<file path="config.mk">
export PLATFORM = sky130hd
export DESIGN_NAME = mem_read_arbiter
export DESIGN_NICKNAME = d
export VERILOG_FILES = /design/src/rtl/mem_read_arbiter.sv
export SDC_FILE = /design/constraint.sdc
export NUM_CORES = 1
export LEC_CHECK = 0
export ABC_AREA = 0
export CAP_MARGIN = 20
export CELL_PAD_IN_SITES_DETAIL_PLACEMENT = 1
export CELL_PAD_IN_SITES_GLOBAL_PLACEMENT = 1
export CORE_MARGIN = 10
export CORE_UTILIZATION = 22
export CTS_CLUSTER_DIAMETER = 100
export DETAILED_ROUTE_END_ITERATION = 7
export PLACE_DENSITY = 0.78
export SLEW_MARGIN = 25
export SYNTH_ARGS = -nofsm -noshare
export SYNTH_HDL_FRONTEND = slang
export SYNTH_SLANG_ARGS = --single-unit
</file>
<file path="constraint.sdc">
create_clock -name clk -period 2.37 [get_ports clk]
set_input_delay 0.5925 -clock clk [delete_from_list [all_inputs] [get_ports clk]]
set_output_delay 0.5925 -clock clk [all_outputs]
set_load 0.005 [all_outputs]
</file>
<file path="src/rtl/mem_read_arbiter.sv">
// Round-robin arbiter sharing one Avalon-MM-style read port among NUM_REQ requesters.
// Exactly one read is outstanding at a time; the data return is steered back to the granted requester.
module mem_read_arbiter #(
  parameter  int NUM_REQ = 9,
  parameter  int ADDR_W  = 32,
  parameter  int DATA_W  = 64,
  localparam int IDX_W   = $clog2(NUM_REQ)
) (
  input  logic                      clk,
  input  logic                      rst,
  input  logic [NUM_REQ-1:0]        req_read,
  input  logic [NUM_REQ*ADDR_W-1:0] req_address,
  output logic [NUM_REQ-1:0]        req_waitrequest,
  output logic [NUM_REQ-1:0]        req_readdatavalid,
  output logic [DATA_W-1:0]         req_readdata,
  output logic                      mem_read,
  output logic [ADDR_W-1:0]         mem_address,
  input  logic                      mem_waitrequest,
  input  logic [DATA_W-1:0]         mem_readdata,
  input  logic                      mem_readdatavalid,
  output logic [IDX_W-1:0]          grant_idx,
  output logic                      busy
);

  typedef enum logic [1:0] {
    IDLE,
    ISSUE,
    WAIT_DATA
  } state_t;

  state_t             state;
  state_t             state_next;
  logic [IDX_W-1:0]   last;
  logic               found;
  logic [IDX_W-1:0]   pick_idx;
  logic [ADDR_W-1:0]  pick_addr;

  // Rotating priority: first pass covers indices above last, second pass wraps to 0..last.
  always_comb begin
    found     = 1'b0;
    pick_idx  = '0;
    pick_addr = '0;
    for (int unsigned i = 0; i < NUM_REQ; i++) begin
      if (!found && req_read[i] && (i > 32'(last))) begin
        found     = 1'b1;
        pick_idx  = IDX_W'(i);
        pick_addr = req_address[i*ADDR_W +: ADDR_W];
      end
    end
    for (int unsigned i = 0; i < NUM_REQ; i++) begin
      if (!found && req_read[i]) begin
        found     = 1'b1;
        pick_idx  = IDX_W'(i);
        pick_addr = req_address[i*ADDR_W +: ADDR_W];
      end
    end
  end

  always_comb begin
    state_next        = state;
    req_waitrequest   = '1;
    req_readdatavalid = '0;
    case (state)
      IDLE: begin
        if (found) state_next = ISSUE;
      end
      ISSUE: begin
        if (!mem_waitrequest) begin
          req_waitrequest[grant_idx] = 1'b0;
          state_next                 = WAIT_DATA;
        end
      end
      WAIT_DATA: begin
        if (mem_readdatavalid) begin
          req_readdatavalid[grant_idx] = 1'b1;
          state_next                   = IDLE;
        end
      end
      default: state_next = IDLE;
    endcase
  end

  assign req_readdata = mem_readdata;
  assign busy         = (state != IDLE);

  always_ff @(posedge clk or posedge rst) begin
    if (rst) begin
      state       <= IDLE;
      mem_read    <= 1'b0;
      mem_address <= '0;
      grant_idx   <= '0;
      last        <= IDX_W'(NUM_REQ - 1);
    end else begin
      state    <= state_next;
      mem_read <= (state_next == ISSUE);
      if (state == IDLE && found) begin
        grant_idx   <= pick_idx;
        mem_address <= pick_addr;
      end
      if (state == WAIT_DATA && mem_readdatavalid) last <= grant_idx;
    end
  end

endmodule

</file>
# Word level (Yosys, flattened, before mapping)
# Cells that the tools add are included.
[word_totals]
reg_bits = 43
input_bits = 365
[op_classes]
order_cmp = 10
n_bitwise = 1
n_eq_ne = 3
reduce_logical = 45
muxes = 61
[op_table]
columns = ["cell", "count"]
rows = [
  ["2-to-1 mux 32 bit", 17],
  ["2-to-1 mux 4 bit", 15],
  ["2-to-1 mux 9 bit", 4],
  ["logical AND 1 bit", 27],
  ["2-to-1 mux 1 bit", 19],
  ["greater-than comparator 3 x 4 -> 1 bit (first input constant)", 4],
  ["zero test 1 bit", 16],
  ["inverter 9 bit", 1],
  ["greater-than comparator 2 x 4 -> 1 bit (first input constant)", 2],
  ["2-to-1 mux 2 bit", 4],
  ["one-hot mux 2 bit (3 select lines)", 1],
  ["< comparator 4 x 5 -> 1 bit (second input constant)", 1],
  ["demux 1 bit (select 4 bit)", 1],
  ["equality test 2 x 1 -> 1 bit (second input constant)", 2],
  ["greater-or-equal comparator 4 x 1 -> 1 bit (second input constant)", 1],
  ["greater-than comparator 1 x 4 -> 1 bit (first input constant)", 1],
  ["greater-than comparator 4 bit (first input constant)", 1],
  ["equality test 2 bit (second input constant)", 1],
  ["zero test 2 bit", 1],
  ["nonzero test 2 bit", 1],
]

# Longest topological paths before layout
[depth]
depth_word = 61
mapped_depth = 11

# Least setup slack after synthesis
# OpenSTA, ideal clock, no wires.
[synth_path]
path_kind = "in2reg"
from = "input req_read[2]"
to = "register mem_address[3]"
t_arrival_ns = 2.668
setup_slack_ns = -0.440
stages = 9
setup_time_ns = 0.142
cell_sequence = "buf_2 > o311ai_4 > o221ai_2 > or4_1 > buf_2 > mux2_4 > a221o_1 > o41ai_1 > a32oi_1"
[synth_between]
elab_chain_cells = 55
elab_cells_between_ends = 71
[synth_lines]
columns = ["item", "line", "text"]
rows = [
  ["start: declaration", "11", "input logic [NUM_REQ-1:0] req_read,"],
  ["logical AND 1 bit (2 in series)", "44", "if (!found && req_read[i] && (i > 32'(last))) begin"],
  ["2-to-1 mux 1 bit", "44", ""],
  ["zero test 1 bit", "44", ""],
  ["logical AND 1 bit (2 in series)", "44", ""],
  ["2-to-1 mux 1 bit", "44", ""],
  ["zero test 1 bit", "44", ""],
  ["logical AND 1 bit (2 in series)", "44", ""],
  ["2-to-1 mux 1 bit", "44", ""],
  ["(+36 left out)", "n/a", ""],
  ["2-to-1 mux 1 bit", "51", "if (!found && req_read[i]) begin"],
  ["zero test 1 bit", "51", ""],
  ["logical AND 1 bit", "51", ""],
  ["2-to-1 mux 1 bit", "51", ""],
  ["zero test 1 bit", "51", ""],
  ["logical AND 1 bit", "51", ""],
  ["2-to-1 mux 1 bit", "51", ""],
  ["logical AND 1 bit", "96", "if (state == IDLE && found) begin"],
  ["end signal: assignment", "98", "mem_address <= pick_addr;"],
  ["end: declaration", "17", "output logic [ADDR_W-1:0] mem_address,"],
]
# Several ways; a longest one is shown, not always the timed one.
# A chain may end at the register's enable or synchronous reset.

# Worst setup path in the final report
[layout_path]
from = "register last[0]"
to = "register mem_address[3]"
[layout_between]
elab_chain_cells = 59
elab_cells_between_ends = 83
[layout_lines]
columns = ["item", "line", "text"]
rows = [
  ["start: declaration", "33", "logic [IDX_W-1:0] last;"],
  ["start signal: assignment", "92", "last <= IDX_W'(NUM_REQ - 1);"],
  ["start signal: assignment", "100", "if (state == WAIT_DATA && mem_readdatavalid) last <= grant_idx;"],
  ["greater-than comparator 1 x 4 -> 1 bit", "44", ""],
  ["logical AND 1 bit", "44", ""],
  ["2-to-1 mux 1 bit", "44", ""],
  ["zero test 1 bit", "44", ""],
  ["logical AND 1 bit (2 in series)", "44", ""],
  ["2-to-1 mux 1 bit", "44", ""],
  ["zero test 1 bit", "44", ""],
  ["logical AND 1 bit (2 in series)", "44", ""],
  ["(+41 left out)", "n/a", ""],
  ["2-to-1 mux 1 bit", "51", ""],
  ["zero test 1 bit", "51", ""],
  ["logical AND 1 bit", "51", ""],
  ["2-to-1 mux 1 bit", "51", ""],
  ["zero test 1 bit", "51", ""],
  ["logical AND 1 bit", "51", ""],
  ["2-to-1 mux 1 bit", "51", ""],
  ["logical AND 1 bit", "96", ""],
]
# Several ways; a longest one is shown, not always the timed one.

==> results_dict.tcl <==
set metrics [dict create \
    die_w_microns 199 \
    core_area_sq_mm 0.0316 \
    min_period_ps 2630 \
    tightest_slew_ps 646 \
    combinationalPowerShare_pct 81.3 \
    drive_gt1_share_pct 30.3 \
    yosysUniqueCellTypes 71 \
    r2r_cells 9 \
    post-route-cell-area_sq_mm 0.0137 \
    viasPerCell 5.97 \
    slew_headroom_pct 56.9 \
    fmaxAchievable_ghz 0.380 \
    wl_mm 57.7 \
    worst-path-max-fanout 6 \
    power_frac_seq_pct 12.0 \
    violations "negative setup slack" \
    netlist.area_leader.share_pct 14.9 \
    cts_tree "built" \
    drt_pass1_iterations 6 \
    clockBufferDepth 2 \
    hold_violations 0 \
    grt_max_degree 29 \
    switchingPower_mw 5.61 \
    numPortBuffers 356 \
    clk_latency_ps 310 \
    ys_seq_area_share_pct 15.2 \
    drc_errors 0 \
    io-pin-count 485 \
    power.internal_mw 6.49 \
    slowest_stage "or4_4" \
    status "finished, violations left" \
    leakagePower_nw 5.32 \
    yosys_warnings 0 \
    cts.sinks 43 \
    syn_nets 1397 \
    antenna_left 0 \
    crit_chain "buf_6, buf_4, nand2b_1, a31oi_4, or4_4, mux2_4, a221o_1, o41ai_2, a32oi_1" \
    clock-skew-final_ps 11.0 \
    synthTopCellsByCount "nor2_1, a21oi_1, clkbuf_1, nand2_1, buf_4" \
    synth_edf_count 0 \
    place.detailed.hpwl_mm 46.2 \
    syn_to_final_growth_pct 93.5 \
    fin_nets 1859 \
    critPathBufInv 2 \
    place.gp.congestion 0.983 \
    syn_area_per_cell_sq_um 6.85 \
    start_util_pct 22.4 \
    hp-class "flop to flop" \
    fin_crit_sh_pct 111 \
    worst_ir_drop_vdd_v 0.000290 \
    clk_pin_slew_ps 80 \
    yosys-top-cells-area "dfrtp_1, buf_4, a22oi_1" \
    vias 11354 \
    placed_area_sq_mm 0.0123 \
    startpoint "last[0]" \
    clockPowerShare_pct 6.7 \
    rows 65 \
    critPathKind "flop to flop" \
    max_stage_delay_ps 580 \
    rsz0062_at_grt "yes" \
    setup_viol 40 \
    dp_slack_ps -1090 \
    crit_family "simple AND/OR/NAND/NOR gates" \
    synth_most_common_cell "nor2_1" \
    grt_util_all_layers_pct 27.0 \
    crit_path_end_kind "flop" \
    grt_pass1_wl_mm 80.5 \
    overflow 0 \
    dieArea_sq_mm 0.0397 \
    htreeDepth 2 \
    syn_inst 1032 \
    r2r_slack_ps -260 \
    drt_iter0_markers 1128 \
    critical_path_cell_count 9 \
    reg2reg_to "mem_address[3]" \
    power_density_mw_per_mm2 885 \
    max_cap_violations 0 \
    fin_util_pct 43.3 \
    worstReg2RegStart "last[0]" \
    synth_async_sr_flop_share_pct 100 \
    synth-seq-cells 43 \
    finalMaxSlewViolations 0 \
    syn-cell-area_sq_mm 0.00707 \
    cp-start-kind "flop" \
    cts_made_buffers 5 \
    wl_per_cell_microns 30.3 \
    n_fill_cell 3767 \
    cp.arrival_ps 2800 \
    grt_pass1_vias 11595 \
    required_ps 2540 \
    antenna_found_initial 6 \
    endpoint "mem_address[3]" \
    p_sw_share_pct 46.4 \
    synth.largest_area_cell "dfrtp_1" \
    yosys_most_used_dff "dfrtp_1" \
    worst_slack_ps -261 \
    die_y_microns 199 \
    root_buffer "clkbuf_16" \
]
==> worst reg2reg max path: stages (launching register included) <==
cell and delay, ps:
dfrtp_2 460, buf_6 130, buf_4 130, nand2b_1 200, a31oi_4 140, or4_4 590, mux2_4 320, a221o_1 330
o41ai_2 60, a32oi_1 150
==> power groups by stage <==
stage | clock network, mW | logic (mW) | registers [mW]
2_1_floorplan | 0 | 4.02 | 1.37
3_3_place_gp | 0 | 8.00 | 1.47
3_5_place_dp | 0 | 8.12 | 1.47
4_1_cts | 0.819 | 8.90 | 1.44
5_1_grt | 0.845 | 10.4 | 1.48
6_report | 0.806 | 9.85 | 1.45
==> cell families after synthesis <==
kind of cell | share of synthesized area (%)
buffers and inverters | 12.8
multiplexers | 1.27
flip-flops | 15.2
AND/OR/NAND/NOR | 20.5
AO/OA/AOI/OAI | 50.2
==> registers in the layout, indices dropped and copies added (netlist names) <==
signal       cells
state            2
mem_address     32
mem_read         1
last             4
grant_idx        4
==> cells in the final DEF (no fill, tap or decap), drive strengths merged, types with 12 or more instances in the layout <==
cell,count
dfrtp,42
a221o,16
nor3,45
o22ai,48
o21ai,58
clkdlybuf4s50,329
a21oi,88
a222oi,12
a221oi,51
nand2,85
a21o,17
o211ai,12
a22o,35
a22oi,61
a31oi,18
nor2,118
o21a,17
o221ai,15
buf,276
==> how the worst min path moves through the flow <==
stage | from | to | slack, ps | cells after the start
after floorplan | mem_address[29] | mem_address[29] | 470 | 2
after global placement | mem_address[29] | mem_address[29] | 460 | 2
after detailed placement | mem_address[29] | mem_address[29] | 470 | 2
after CTS | mem_address[29] | mem_address[29] | 490 | 2
after global routing | mem_address[29] | mem_address[29] | 510 | 2
final | mem_address[29] | mem_address[29] | 490 | 2
==> what timing repair did <==
action | in CTS | in global routing
cloned | 4 | 0
setup endpoints to repair | 57 | 47
buffers inserted | 29 | 12
pin swaps | 37 | 61
hold buffers | 0 | 0
gates resized for setup | 189 | 119
hold endpoints to repair | 0 | 0
==> area by class of cell <==
class                   count  area [sq um]  share of cell area (%)
well taps                 402           503                    3.68
multi-input cells         817          6010                    43.9
flip-flops and latches     43          1080                    7.90
diodes                      5          12.5                  0.0914
repair buffers            617          5880                    43.0
clock buffers               8           156                    1.14
inverters                  10          40.0                   0.293
==> metrics by stage <==
| step | hold slack [ps] | std cells | setup TNS, ps | total power, mW |
|---|---|---|---|---|
| 4_1_cts | 493 | 1887 | -5250 | 11.2 |
| 3_5_place_dp | 474 | 1848 | -42490 | 9.59 |
| 3_3_place_gp | 461 | 1848 | -40490 | 9.47 |
| 2_1_floorplan | 473 | 1032 | -7930 | 5.38 |
| 5_1_grt | 511 | 1900 | -9060 | 12.7 |
| 6_report | 494 | 1902 | -5540 | 12.1 |
==> metal layers <==
metal  global-route usage, %  wire, microns
met5                       0             13
met4                    7.04           1580
met3                    6.27           5830
met2                    43.6          26600
met1                    35.3          23700
No activity file was read; power rests on OpenSTA's default activity.
